==> config.mk <==
export PLATFORM = sky130hd
export DESIGN_NAME = base_fifo_vr
export DESIGN_NICKNAME = d
export VERILOG_FILES = /design/src/rtl/base_fifo_pkg.sv /design/src/rtl/base_fifo_ptr.sv /design/src/rtl/base_fifo_vr.sv
export SDC_FILE = /design/constraint.sdc
export NUM_CORES = 1
export LEC_CHECK = 0
export ABC_AREA = 1
export BUFFER_PORTS_ARGS = -buffer_cell sky130_fd_sc_hd__buf_2
export CORE_MARGIN = 5
export CORE_UTILIZATION = 45
export DETAILED_ROUTE_END_ITERATION = 8
export MAX_ROUTING_LAYER = met4
export REMOVE_ABC_BUFFERS = 1
export SLEW_MARGIN = 25
export SYNTH_ARGS = -nofsm -noshare
export SYNTH_HDL_FRONTEND = slang
export SYNTH_HIERARCHICAL = 1
export SYNTH_SLANG_ARGS = --single-unit
==> constraint.sdc <==
create_clock -name clk -period 5.7 [get_ports clk]
set_clock_uncertainty 0.1 [all_clocks]
set_input_delay 0.285 -clock clk [delete_from_list [all_inputs] [get_ports clk]]
set_output_delay 0.285 -clock clk [all_outputs]
set_load 0.005 [all_outputs]
==> src/rtl/base_fifo_pkg.sv <==
// Shared sizing helpers for the valid/ready FIFO and its pointer registers.
package base_fifo_pkg;

    localparam int MIN_DEPTH = 2;

    function automatic int clog2(input int n);
        int r;
        r = 0;
        while ((1 << r) < n) r++;
        return r;
    endfunction

    function automatic int ptr_w(input int d);
        return clog2(d);
    endfunction

    function automatic int cnt_w(input int d);
        return clog2(d) + 1;
    endfunction

    function automatic bit depth_ok(input int d);
        return (d >= MIN_DEPTH) && ((d & (d - 1)) == 0);
    endfunction

endpackage

==> src/rtl/base_fifo_ptr.sv <==
// Wrapping pointer register; natural binary overflow provides the modulo-depth wrap.
module base_fifo_ptr
    import base_fifo_pkg::*;
#(
    parameter int W = 2
) (
    input  logic         clk,
    input  logic         reset,
    input  logic         inc_i,
    output logic [W-1:0] ptr_o
);

    logic [W-1:0] ptr_q;
    logic [W-1:0] ptr_d;

    always_comb begin
        ptr_d = ptr_q;
        if (inc_i) ptr_d = ptr_q + W'(1);
    end

    always_ff @(posedge clk or posedge reset) begin
        if (reset) ptr_q <= '0;
        else       ptr_q <= ptr_d;
    end

    assign ptr_o = ptr_q;

endmodule

==> src/rtl/base_fifo_vr.sv <==
// First-word fall-through FIFO with valid/ready on both sides; head entry always drives o_d.
module base_fifo_vr
    import base_fifo_pkg::*;
#(
    parameter int               width = 8,
    parameter int               depth = 4,
    parameter logic [0:width-1] rstv  = '0
) (
    input  logic                    clk,
    input  logic                    reset,
    input  logic                    i_v,
    output logic                    i_r,
    input  logic [0:width-1]        i_d,
    output logic                    o_v,
    input  logic                    o_r,
    output logic [0:width-1]        o_d,
    output logic [cnt_w(depth)-1:0] count,
    output logic                    full,
    output logic                    empty
);

    localparam int PW = ptr_w(depth);
    localparam int CW = cnt_w(depth);

    if (!depth_ok(depth)) begin : g_bad_depth
        $error("base_fifo_vr: depth must be a power of two and at least 2");
    end

    logic [0:width-1] mem_q [depth];
    logic [PW-1:0]    wr_ptr;
    logic [PW-1:0]    rd_ptr;
    logic [CW-1:0]    count_q;
    logic [CW-1:0]    count_d;
    logic             rdy_q;
    logic             push;
    logic             pop;

    assign push = i_v & i_r;
    assign pop  = o_v & o_r;

    base_fifo_ptr #(.W(PW)) u_wr_ptr (
        .clk   (clk),
        .reset (reset),
        .inc_i (push),
        .ptr_o (wr_ptr)
    );

    base_fifo_ptr #(.W(PW)) u_rd_ptr (
        .clk   (clk),
        .reset (reset),
        .inc_i (pop),
        .ptr_o (rd_ptr)
    );

    always_comb begin
        count_d = count_q;
        case ({push, pop})
            2'b10:   count_d = count_q + CW'(1);
            2'b01:   count_d = count_q - CW'(1);
            default: count_d = count_q;
        endcase
    end

    // rdy_q keeps i_r low until the first edge after reset is released.
    always_ff @(posedge clk or posedge reset) begin
        if (reset) begin
            count_q <= '0;
            rdy_q   <= 1'b0;
        end else begin
            count_q <= count_d;
            rdy_q   <= 1'b1;
        end
    end

    always_ff @(posedge clk or posedge reset) begin
        if (reset) begin
            for (int i = 0; i < depth; i++) mem_q[i] <= rstv;
        end else if (push) begin
            mem_q[wr_ptr] <= i_d;
        end
    end

    assign full  = (count_q == CW'(depth));
    assign empty = (count_q == '0);
    assign i_r   = rdy_q & ~full;
    assign o_v   = ~empty;
    assign o_d   = mem_q[rd_ptr];
    assign count = count_q;

endmodule
==> results.md <==
* Detailed Place HPWL at 3120 um
* Worst-Skew Late Latency at 0.29 ns
* Buf/Inv on CP at 2
* Crit-path max cell delay at 0.76 ns
* Drc violations at 0
* Status: completed
* Ports at 27
* H-tree Lvls at 2
* Vias in the first global route at 1761
* Worst R2R End: count[2]
* Min cycle time layout at 2.41 ns
* CTS sink cnt at 40
* Area grow syn2layout at 11.7%
* Top cell family by delay on the critical path: flip-flops
* Synth Area per Inst at 8.23 sq um
* Routed vias at 1716
* Slack of the worst reg-to-reg path at 3.49 ns
* Synthesized instance count at 243
* Final Hold Fails at 0
* Worst min path class: primary input to flip-flop
* Root Driver: clkbuf_8
* TritonRoute pass-1 iters at 4
* Rows at 24
* Slew @ Worst Pin at 0.658 ns
* Sequential cell area fraction in the yosys report at 50.1%
* Avg WL per Cell at 15.3 um
* FF-to-FF path depth at 11
* Crit Path Max Fanout at 20
* Critical Path RT at 5.32 ns
* Antenna violations before repair at 0
* Clk slew on worst S/H paths at 0.07 ns
* Yosys cell types at 20
* Layout cells sized above 1 at 15.2%
* Core ar. at 4320 sq um
* # port buffers at 26
* Max-cap violations at 0
* Largest net degree at the start of global routing at 38
* First-pass GRT wire length at 8490 um
* DRT Wirelength at 4930 um
* Setup TNS at 0 ns
* Hold depth at 3
* # setup viols final at 0
* Maximum vdd drop at 0.282 mV
* CP endpoint kind: output pin
* CTS tree: built
* Clk buf depth at 2
* Die width at 76.7 um
* Hold WS at 0.172 ns
* Die height at 76.7 um
* Starting Density at 46.2%
* Cell-by-cell trace of the critical path: inv_1 -> o21ai_0 -> o22ai_1 -> buf_2
* Nets at 284
* Leakage power at 1.19 nW
* RR Startpoint: count[0]
* RSZ-0062 raised after global routing: false
* Final Cycle Share at 42.2%
* PwrDens at 549 nW/um^2
* Post-Syn Area at 2000 sq um
* Critical Path AT at 2.02 ns
* Vias per std cell at 5.33
* Antenna cells at 0
* CP Class: flip-flop to output pin
* Seq cells post-synth at 40
* Rel. slew slack at 56.2%
* Routability cong. at 0.792
* CTS Buf Count at 5
* Critical Path Start Type: flip-flop
* Max Clock Freq at 0.416 GHz
* Crit-path slowest cell: dfrtp_1
* Crit. path cell count at 4
* Total global routing overflow at 0
* Synth Warn # at 6
* Hold Path End: mem_q[20]
* Die Footprint at 5880 sq um
* Hold Path Origin: i_d[3]
* Iter 0 DRT Violations at 135
* Final ANT Viol Nets at 0
* Fin. max-slew vios at 0
* Total track usage at 18.6%
==> logic make-up (layout without fill, tap and decap cells) <==
| kind of cell | after synthesis | after routing | share of synthesized area, % |
|---|---|---|---|
| simple gates | 142 | 142 | 32.9 |
| flops | 40 | 40 | 50.1 |
| buf+inv | 30 | 57 | 7.13 |
| compound gates | 26 | 26 | 7.20 |
| fa+ha+maj | 2 | 2 | 1.63 |
| xor+xnor | 2 | 2 | 0.876 |
| other cells | 1 | 1 | 0.188 |
==> registers in the layout (all words and copies together) (netlist names) <==
register / count
u_wr_ptr/ptr_o: 2
rdy_q: 1
count: 3
u_rd_ptr/ptr_o: 2
mem_q: 32
==> metrics by stage <==
stage | power [mW] | setup WS (ns) | instance area (sq um) | utilization [%] | instances
after floorplan | 0.850 | 3.27 | 1940 | - | 234
after global placement | 1.05 | 3.54 | 2150 | 49.6 | 314
after detailed placement | 1.06 | 3.47 | 2150 | 49.6 | 314
after CTS | 1.24 | 3.30 | 2230 | 51.6 | 322
after global routing | 1.36 | 3.10 | 2230 | 51.6 | 322
final | 1.23 | 3.29 | 2230 | 51.6 | 322
==> synth_stat cells (all sizes together) <==
master | count | share of area, %
ha | 1 | 0.63
nor2 | 27 | 5.9
nand4 | 36 | 12
fa | 1 | 1.0
buf | 9 | 3.2
xnor2 | 1 | 0.44
o22ai | 8 | 2.5
xor2 | 1 | 0.44
a21oi | 1 | 0.44
dfrtp | 40 | 50
nand3 | 2 | 0.50
conb | 1 | 0.19
clkinv | 1 | 0.19
nand2 | 77 | 14
inv | 20 | 3.8
o21ai | 17 | 4.3
==> report_power, final <==
part           total [mW]  leakage [nW]  internal (mW)  switching, mW
Clock               0.177        0.0410         0.0833         0.0938
Sequential          0.529         0.496          0.414          0.115
Combinational       0.521         0.651          0.205          0.316
Total                1.23          1.19          0.702          0.525
==> layout by cell type, fill, tap and decap left out <==
cell           netlist  routed
clkinv_2             0       1
clkbuf_8             0       5
fa_1                 1       1
xnor2_1              1       1
nor2_4               1       1
a21oi_2              1       1
nand4_4              1       1
nand2_1             77      77
xor2_1               1       1
clkbuf_1             0       1
inv_1               20      20
nor2_1              22      22
clkinv_1             1       1
dlygate4sd3_1        0       1
nand3_1              2       2
conb_1               1       1
dfrtp_1             40      40
o22ai_1              8       8
nor2_2               4       4
buf_2                6      26
o21ai_0             17      17
buf_4                0       2
nand4_1             35      35
ha_1                 1       1
==> worst max path at each step <==
stage | start | endpoint
floorplan | count[0] | count[1]
global placement | count[0] | count[2]
detailed placement | count[0] | count[2]
CTS | u_rd_ptr/ptr_o[0] | o_d[6]
global route | u_rd_ptr/ptr_o[0] | o_d[2]
finish | u_rd_ptr/ptr_o[0] | o_d[5]
==> final cells by class <==
| cell class | instances | area [sq um] |
|---|---|---|
| Timing Repair Buffer | 29 | 155 |
| Inverter | 21 | 78.8 |
| Multi-Input combinational cell | 173 | 856 |
| Fill cell | 420 | 2090 |
| Clock buffer | 6 | 72.6 |
| Sequential cell | 40 | 1000 |
| Tap cell | 52 | 65.1 |
| Clock inverter | 1 | 5.00 |
==> tightest hold or removal path: cells and delay by family <==
family	cells	cell delay [ns]
buf+inv	1	0.12
simple gates	2	0.13
==> what timing repair did <==
item                                   in CTS  in global routing
endpoints found under the hold margin       4                  0
hold buffers                                1                  0
gates resized for setup                     0                  0
setup buffers                               0                  0
==> metal layers <==
metal / part of all wire (%) / up-vias / track usage (%)
met1: 46 / 805 / 24.7
met4: 0.55 / 0 / 6.29
li1: - / 865 / -
met5: 0 / - / -
met3: 5.5 / 2 / 4.57
met2: 48 / 44 / 27.7
Power figures use the tool's default switching activity.
